==> config.mk <==
export PLATFORM = sky130hd
export DESIGN_NAME = shift_deserializer
export DESIGN_NICKNAME = d
export VERILOG_FILES = /design/src/rtl/shift_deserializer_pkg.sv /design/src/rtl/shift_deserializer_align.sv /design/src/rtl/shift_deserializer.sv
export SDC_FILE = /design/constraint.sdc
export NUM_CORES = 1
export LEC_CHECK = 0
export ABC_AREA = 1
export BUFFER_PORTS_ARGS = -buffer_cell sky130_fd_sc_hd__buf_2
export CAP_MARGIN = 20
export CORE_ASPECT_RATIO = 1.75
export CORE_MARGIN = 8
export CORE_UTILIZATION = 60
export CTS_CLUSTER_SIZE = 16
export DETAILED_ROUTE_END_ITERATION = 16
export PLACE_DENSITY = 0.92
export RECOVER_POWER = 50
export SETUP_SLACK_MARGIN = 0.2
export SLEW_MARGIN = 20
export SYNTH_ARGS = -nofsm -noshare
export SYNTH_HDL_FRONTEND = slang
export SYNTH_SLANG_ARGS = --single-unit
==> constraint.sdc <==
create_clock -name clk -period 4.2 [get_ports clk]
set_clock_uncertainty 0.15 [all_clocks]
set_input_delay 0.42 -clock clk [delete_from_list [all_inputs] [get_ports clk]]
set_output_delay 0.42 -clock clk [all_outputs]
set_load 0.02 [all_outputs]
==> src/rtl/shift_deserializer_pkg.sv <==
// Shared constants for the shift deserializer: ALU shift opcodes, FSM state
// encodings and packing direction.
package shift_deserializer_pkg;

    localparam int unsigned SD_WIDTH = 8;

    // ALU opcodes, kept identical to the CPU opcode table
    localparam logic [3:0] SHLOP = 4'h8;
    localparam logic [3:0] SHROP = 4'h9;
    localparam logic [3:0] PUROP = 4'hC;
    localparam logic [3:0] UNCOP = 4'hF;

    localparam logic [1:0] SD_IDLE    = 2'd0;
    localparam logic [1:0] SD_COLLECT = 2'd1;
    localparam logic [1:0] SD_HOLD    = 2'd2;

    localparam logic SD_DIR_SHL = 1'b0;
    localparam logic SD_DIR_SHR = 1'b1;

endpackage

==> src/rtl/shift_deserializer_align.sv <==
// Combinational barrel aligner: moves a k-bit partial word so that its first
// bit sits at the MSB (SHL) or LSB (SHR), zero-padding the remainder.
module shift_deserializer_align
    import shift_deserializer_pkg::*;
#(
    parameter int unsigned WIDTH = SD_WIDTH
) (
    input  logic [WIDTH-1:0]         acc,
    input  logic [$clog2(WIDTH):0]   count,
    input  logic                     dir,
    output logic [WIDTH-1:0]         aligned_c
);

    localparam int unsigned CW = $clog2(WIDTH) + 1;

    logic [CW-1:0] pad_bits;

    always_comb begin
        pad_bits = CW'(WIDTH) - count;
        if (dir == SD_DIR_SHL) begin
            aligned_c = acc << pad_bits;
        end else begin
            aligned_c = acc >> pad_bits;
        end
    end

endmodule

==> src/rtl/shift_deserializer.sv <==
// Collects the ALU shift-overflow bit stream into WIDTH-bit words, packing
// MSB-first for left shifts and LSB-first for right shifts.
module shift_deserializer
    import shift_deserializer_pkg::*;
#(
    parameter int unsigned WIDTH = SD_WIDTH
) (
    input  logic                     clk,
    input  logic                     rst_n,
    input  logic                     start,
    input  logic [3:0]               alu_op,
    input  logic                     bit_valid,
    input  logic                     bit_in,
    output logic                     bit_ready,
    input  logic                     flush,
    output logic                     byte_valid,
    input  logic                     byte_ready,
    output logic [WIDTH-1:0]         byte_out,
    output logic [$clog2(WIDTH):0]   byte_bits,
    output logic                     op_error
);

    localparam int unsigned CW = $clog2(WIDTH) + 1;

    logic [1:0]       state_q, state_d;
    logic             dir_q, dir_d;
    logic [WIDTH-1:0] acc_q, acc_d;
    logic [CW-1:0]    count_q, count_d;
    logic             stream_q, stream_d;
    logic [WIDTH-1:0] byte_out_q, byte_out_d;
    logic [CW-1:0]    byte_bits_q, byte_bits_d;
    logic             byte_valid_q, byte_valid_d;
    logic             bit_ready_q, bit_ready_d;
    logic             op_error_q, op_error_d;

    logic             accept;
    logic             legal_op;
    logic             start_dir;
    logic [WIDTH-1:0] acc_shift;
    logic [WIDTH-1:0] acc_nxt;
    logic [CW-1:0]    count_nxt;
    logic [WIDTH-1:0] aligned;

    // Accumulator and count as they stand after this cycle's bit, if any
    always_comb begin
        accept    = bit_valid & bit_ready_q;
        legal_op  = (alu_op == SHLOP) || (alu_op == SHROP);
        start_dir = (alu_op == SHROP) ? SD_DIR_SHR : SD_DIR_SHL;
        if (dir_q == SD_DIR_SHL) begin
            acc_shift = {acc_q[WIDTH-2:0], bit_in};
        end else begin
            acc_shift = {bit_in, acc_q[WIDTH-1:1]};
        end
        acc_nxt   = accept ? acc_shift : acc_q;
        count_nxt = accept ? CW'(count_q + CW'(1)) : count_q;
    end

    shift_deserializer_align #(
        .WIDTH (WIDTH)
    ) u_align (
        .acc       (acc_nxt),
        .count     (count_nxt),
        .dir       (dir_q),
        .aligned_c (aligned)
    );

    always_comb begin
        state_d     = state_q;
        dir_d       = dir_q;
        acc_d       = acc_q;
        count_d     = count_q;
        stream_d    = stream_q;
        byte_out_d  = byte_out_q;
        byte_bits_d = byte_bits_q;
        op_error_d  = 1'b0;

        case (state_q)
            SD_IDLE: begin
                if (start) begin
                    if (legal_op) begin
                        dir_d   = start_dir;
                        acc_d   = '0;
                        count_d = '0;
                        state_d = SD_COLLECT;
                    end else begin
                        op_error_d = 1'b1;
                    end
                end
            end
            SD_COLLECT: begin
                // A restart takes priority over both flush and a data bit
                if (start) begin
                    if (legal_op) begin
                        dir_d   = start_dir;
                        acc_d   = '0;
                        count_d = '0;
                    end else begin
                        op_error_d = 1'b1;
                        state_d    = SD_IDLE;
                    end
                end else if (flush) begin
                    acc_d   = acc_nxt;
                    count_d = count_nxt;
                    if (count_nxt == '0) begin
                        state_d = SD_IDLE;
                    end else begin
                        byte_out_d  = aligned;
                        byte_bits_d = count_nxt;
                        stream_d    = 1'b0;
                        state_d     = SD_HOLD;
                    end
                end else if (accept) begin
                    acc_d   = acc_nxt;
                    count_d = count_nxt;
                    if (count_nxt == CW'(WIDTH)) begin
                        byte_out_d  = acc_nxt;
                        byte_bits_d = CW'(WIDTH);
                        stream_d    = 1'b1;
                        state_d     = SD_HOLD;
                    end
                end
            end
            SD_HOLD: begin
                if (byte_valid_q && byte_ready) begin
                    if (stream_q) begin
                        acc_d   = '0;
                        count_d = '0;
                        state_d = SD_COLLECT;
                    end else begin
                        state_d = SD_IDLE;
                    end
                end
            end
            default: begin
                state_d = SD_IDLE;
            end
        endcase

        byte_valid_d = (state_d == SD_HOLD);
        bit_ready_d  = (state_d == SD_COLLECT);
    end

    always_ff @(posedge clk or negedge rst_n) begin
        if (!rst_n) begin
            state_q      <= SD_IDLE;
            dir_q        <= SD_DIR_SHL;
            acc_q        <= '0;
            count_q      <= '0;
            stream_q     <= 1'b0;
            byte_out_q   <= '0;
            byte_bits_q  <= '0;
            byte_valid_q <= 1'b0;
            bit_ready_q  <= 1'b0;
            op_error_q   <= 1'b0;
        end else begin
            state_q      <= state_d;
            dir_q        <= dir_d;
            acc_q        <= acc_d;
            count_q      <= count_d;
            stream_q     <= stream_d;
            byte_out_q   <= byte_out_d;
            byte_bits_q  <= byte_bits_d;
            byte_valid_q <= byte_valid_d;
            bit_ready_q  <= bit_ready_d;
            op_error_q   <= op_error_d;
        end
    end

    assign bit_ready  = bit_ready_q;
    assign byte_valid = byte_valid_q;
    assign byte_out   = byte_out_q;
    assign byte_bits  = byte_bits_q;
    assign op_error   = op_error_q;

endmodule

[Yosys cells after proc, flatten, opt, wreduce, memory -nomap -nowiden]
Index checks and enable logic that the tools add are counted.
Word-level totals
  flip-flop bits (word level): 31
  output and inout bits: 15
  bits in read-only memories: 0
  memories: 0
  latch bits: 0
  input port bits: 11
  bits in writable memories: 0
Operators by class
  eq/ne operators: 12
  bitwise operators: 2
  shifts and indexed selects: 2
  divide/modulo/power cells: 0
  $mul: 0
  magnitude comparators: 0
  $add $sub $neg: 2
  mux-type cells: 47
  reduce and logical (&&, ||, !) cells: 11
Operators by type and width (count)
  $mux 8: 14
  $mux 4: 12
  $pmux 8 s3: 1
  $mux 2: 9
  $eq 4x4->1 const B: 3
  $pmux 4 s3: 1
  $reduce_and 5->1: 2
  $mux 1: 9
  $ne 2x2->1 const B: 4
  $shl 8x4->8: 1
  $shr 8x4->8: 1
  $pmux 2 s3: 1
  $add 4x1->4 const B: 1
  $eq 2x1->1 const B: 2
  $eq 2x2->1 const B: 2
  $logic_not 4->1: 1
  $ne 4x4->1 const B: 1
  $reduce_bool 2->1: 2
  $sub 4x4->4 const A: 1
  $reduce_and 3->1: 1
  $reduce_bool 3->1: 1
  $logic_not 2->1: 1
  $reduce_or 2->1: 1
  $and 1x1->1: 1
  3 further kinds: 3

[Logic depth before layout (Yosys ltp)]
  depth in word-level cells: 9
  mapped depth: 15
  depth with buffers taken out: 14

[Modules after synthesis]
From an unflattened synthesis, not the netlist that was laid out.
Second synthesis, totals
  cell total of the unflattened synthesis: 403
  area, all modules: 2568.7 µm²
Modules (own cells, without submodules)
  shift_deserializer: instances 1, cells an instance 252, area an instance 1924.3 µm²
  shift_deserializer_align: instances 1, cells an instance 151, area an instance 644.4 µm²

[Worst setup path before layout]
OpenSTA, ideal clock, no wires.
  kind: reg-to-reg
  from: reg bit_ready_q, in the netlist bit_ready
  to: reg byte_out_q[6], in the netlist byte_out[6]
  arrival time: 2.273 ns
  data required time: 3.979 ns
  cell stages (with the launch flop): 14
  setup slack: 1.706 ns
  setup time: 0.071 ns
  path through: dfrtp_1 > nand2_2 > nand2_1 > nand2_2 > buf_4 > ha_1 > inv_1 > clkbuf_1 > nand3_1 > nand3_1 > nand2_1 > nor2_1 > nor2_1 > nor2_1
On the way
  longest elaborated chain between the ends: 7
  elaborated cells on any way between the ends: 17
Ends and longest elaborated chain
  start, declared: RTL line shift_deserializer.sv:33  | logic bit_ready_q, bit_ready_d;
  start signal, assigned: RTL line shift_deserializer.sv:164  | bit_ready_q <= bit_ready_d;
  $and 1x1->1 *: RTL line shift_deserializer.sv:46  | accept = bit_valid & bit_ready_q;
  $mux 4: RTL line shift_deserializer.sv:55  | count_nxt = accept ? CW'(count_q + CW'(1)) : count_q;
  $sub 4x4->4: RTL line shift_deserializer_align.sv:19  | pad_bits = CW'(WIDTH) - count;
  $shl 8x4->8 / $shr 8x4->8 (equally long branches): RTL line shift_deserializer_align.sv:21, shift_deserializer_align.sv:23
  $mux 8: RTL line shift_deserializer_align.sv:20  | if (dir == SD_DIR_SHL) begin
  $mux 8: RTL line shift_deserializer.sv:104  | if (count_nxt == '0) begin
  $mux 8: RTL line shift_deserializer.sv:101  | end else if (flush) begin
  end signal, assigned: RTL line shift_deserializer.sv:161  | byte_out_q <= byte_out_d;
  end, declared: RTL line shift_deserializer.sv:30  | logic [WIDTH-1:0] byte_out_q, byte_out_d;
Every way passes the cells marked *; elsewhere a longest branch is shown, timed or not. The select of a mux whose other input is x is not followed.
A chain may end at the register's enable or synchronous reset.

[Worst setup path after layout]
  from: reg bit_ready_q, in the netlist bit_ready
  to: reg byte_out_q[2], in the netlist byte_out[2]
The elaborated chain is that of the path after synthesis.

==> impl_metrics.tcl <==
set metrics [dict create \
    diodes 0 \
    yosysMostFrequentCell "nand2_1" \
    clk_pin_slew_ns 0.07 \
    violations "max-capacitance violations, max-slew violations" \
    die_w_um 64.9 \
    dpl_cell_area_um2 2610 \
    final_area_um2 2700 \
    synth_edf_count 0 \
    setup.worst_path.start_class "register" \
    switchingPower_mw 1.16 \
    drc 0 \
    period_share 0.716 \
    worst_slack_ns 1.19 \
    drt-initial-drc-count 219 \
    crit_type "register to register" \
    yosys.area.top_type_share 0.309 \
    nets 430 \
    viasPerCell 6.03 \
    cts_buffer_depth 2 \
    combPwrFrac 0.643 \
    internal-power_mw 0.931 \
    finalSetupViolations 0 \
    dp_slack_ns 1.24 \
    finalHoldViolCount 0 \
    max-cap-violations 1 \
    fin_util 0.664 \
    holdCritPathClass "input pin to register" \
    area_growth_pct 7.62 \
    avgSynthCellArea_um2 6.34 \
    initial_core_util 0.617 \
    pwr_density_cell_nw_per_um2 774 \
    final_cells 463 \
    synth_largest_area_cell "dfrtp_1" \
    syn_nets 413 \
    cp.arrival_ns 3.07 \
    synth_compound_area_frac 0.0987 \
    ys_warn_count 0 \
    status "complete, but fails checks" \
    maxSlewViolCount 32 \
    cts_root_buffer "clkbuf_8" \
    netSwitchingFraction 0.555 \
    cts_inserted_buffers 5 \
    io_pins 26 \
    min_period_ns 3.01 \
    ys.flop_type "dfrtp_1" \
    grt_use_total 0.258 \
    worstPathMaxFanout 18 \
    fmax_mhz 333 \
    clk_latency_ns 0.29 \
    routabilityCongestion 1.02 \
    synthTopCellsByArea "dfrtp_1 31%, nand2_1 18%, nand3_1 15%" \
    synthCells 396 \
    tritoncts "built" \
    portBuffers 25 \
    layout-drive-gt1-share 0.0966 \
    grt_max_degree 32 \
    synth_xor_area_frac 0 \
    async_flop_share 1.00 \
    synth_seq_cells 31 \
    setup.worst_path.end_class "register" \
    ys_top_cells_by_count "122 x nand2_1, 76 x nand3_1, 47 x inv_1" \
    ir_drop_v 0.000632 \
    synth_top_family_by_area "simple AND/OR/NAND/NOR gates" \
    p_seq_frac 0.230 \
    cts.sinks 31 \
    grt_pass1_wl_mm 13.2 \
    hold_buffers 0 \
    die_area_um2 6590 \
    rsz0062_at_grt "false" \
    antenna_found_initial 0 \
    grt_overflow_total 0 \
    post-dp-hpwl_mm 6.32 \
    hold_slack_ns 0.245 \
    tightest_slew_ns 1.63 \
    die_height_um 102 \
    required_ns 4.27 \
    coreArea_um2 4070 \
    dpl.cell_count 455 \
    dr_total_vias 2793 \
    wire_per_inst_um 17.7 \
    netlist_area_um2 2510 \
    clkPwrFrac 0.127 \
    synth_mux_area_frac 0 \
    ys_types 29 \
    synth-seq-area-share 0.309 \
    synth-simple-area-share 0.454 \
    relSlewSlack -0.0875 \
    cts_setup_buffers 0 \
    routed_wl_mm 8.21 \
    finalSetupTns_ns 0 \
    cts_resized 0 \
    firstDrtPassIters 8 \
    grt_pass1_vias 2867 \
    power.total_mw 2.09 \
    final_antenna_net_count 0 \
    htree_levels 2 \
    rows 31 \
    synth_fa_ha_area_frac 0.0299 \
    p_leak_nw 1.42 \
]
-- area by class of cell --
cell class / count / area, um2
clock buffer: 8 / 100
fill: 371 / 1370
inverter: 50 / 188
multi-input combinational: 300 / 1460
sequential: 31 / 776
tap: 49 / 61.3
timing repair buffer: 25 / 115
-- worst paths after layout --
path                                 to  slack (ns)         start  cells past startpoint
max in group asynchronous   byte_out[1]        2.57         rst_n                      1
hold / removal                    dir_q        0.25     alu_op[0]                      3
min in group asynchronous         dir_q        0.38         rst_n                      1
hold reg to reg            byte_bits[2]        0.34  byte_bits[2]                      2
setup / recovery            byte_out[2]        1.19     bit_ready                     13
setup reg to reg            byte_out[2]        1.19     bit_ready                     13
-- registers in the layout, indices dropped and copies added, names as in the netlist --
register	cells
dir_q	1
byte_valid	1
bit_ready	1
op_error	1
acc_q	8
state_q	2
byte_bits	4
stream_q	1
byte_out	8
count_q	4
-- power by group through the flow --
| stage | sequential, mW | combinational, mW | clock (mW) |
|---|---|---|---|
| after floorplan | 0.523 | 0.929 | 0 |
| after global placement | 0.477 | 1.32 | 0 |
| after detailed placement | 0.483 | 1.31 | 0 |
| after CTS | 0.478 | 1.32 | 0.263 |
| after global routing | 0.492 | 1.47 | 0.274 |
| final | 0.481 | 1.35 | 0.267 |
-- cell families (layout without fill, tap and decap cells) --
kind of cell / count (synthesis) / after routing
compound gates: 40 / 40
fa+ha+maj: 6 / 6
buf+inv: 65 / 83
flops: 31 / 31
simple gates: 254 / 254
-- metal layers --
| metal | up-vias | global-route usage | wire [um] |
|---|---|---|---|
| met5 | - | 0 | 0 |
| met2 | 123 | 0.472 | 4330 |
| met4 | 0 | 0.225 | 665 |
| met3 | 49 | 0.0476 | 428 |
| li1 | 1327 | - | - |
| met1 | 1294 | 0.233 | 2790 |
-- worst max-delay path, cell delays in order, from the launching register on --
cell and delay (ns):
dfrtp_1 0.47, nand2_2 0.27, nand2_1 0.15, nand2_2 0.23, ha_1 0.38, inv_1 0.09
nand3_1 0.16, nand2_1 0.37, inv_1 0.20, nand2_1 0.11, inv_1 0.05, nor2_1 0.09
nand3_1 0.08, a21boi_1 0.14
-- cell usage in the layout (no fill, tap or decap), drive strengths merged --
cell type	netlist	final
a31oi	1	1
o21bai	1	1
or3b	1	1
a211oi	1	1
nor2	38	38
o21a	1	1
inv	50	50
clkbuf	3	16
ha	6	6
nand2	126	126
o211ai	1	1
buf	12	17
dfrtp	31	31
nand3	81	81
o22ai	12	12
o21ai	8	8
nand4	8	8
a21oi	11	11
a21boi	4	4
Note: power is estimated with default switching activity, not from simulation.
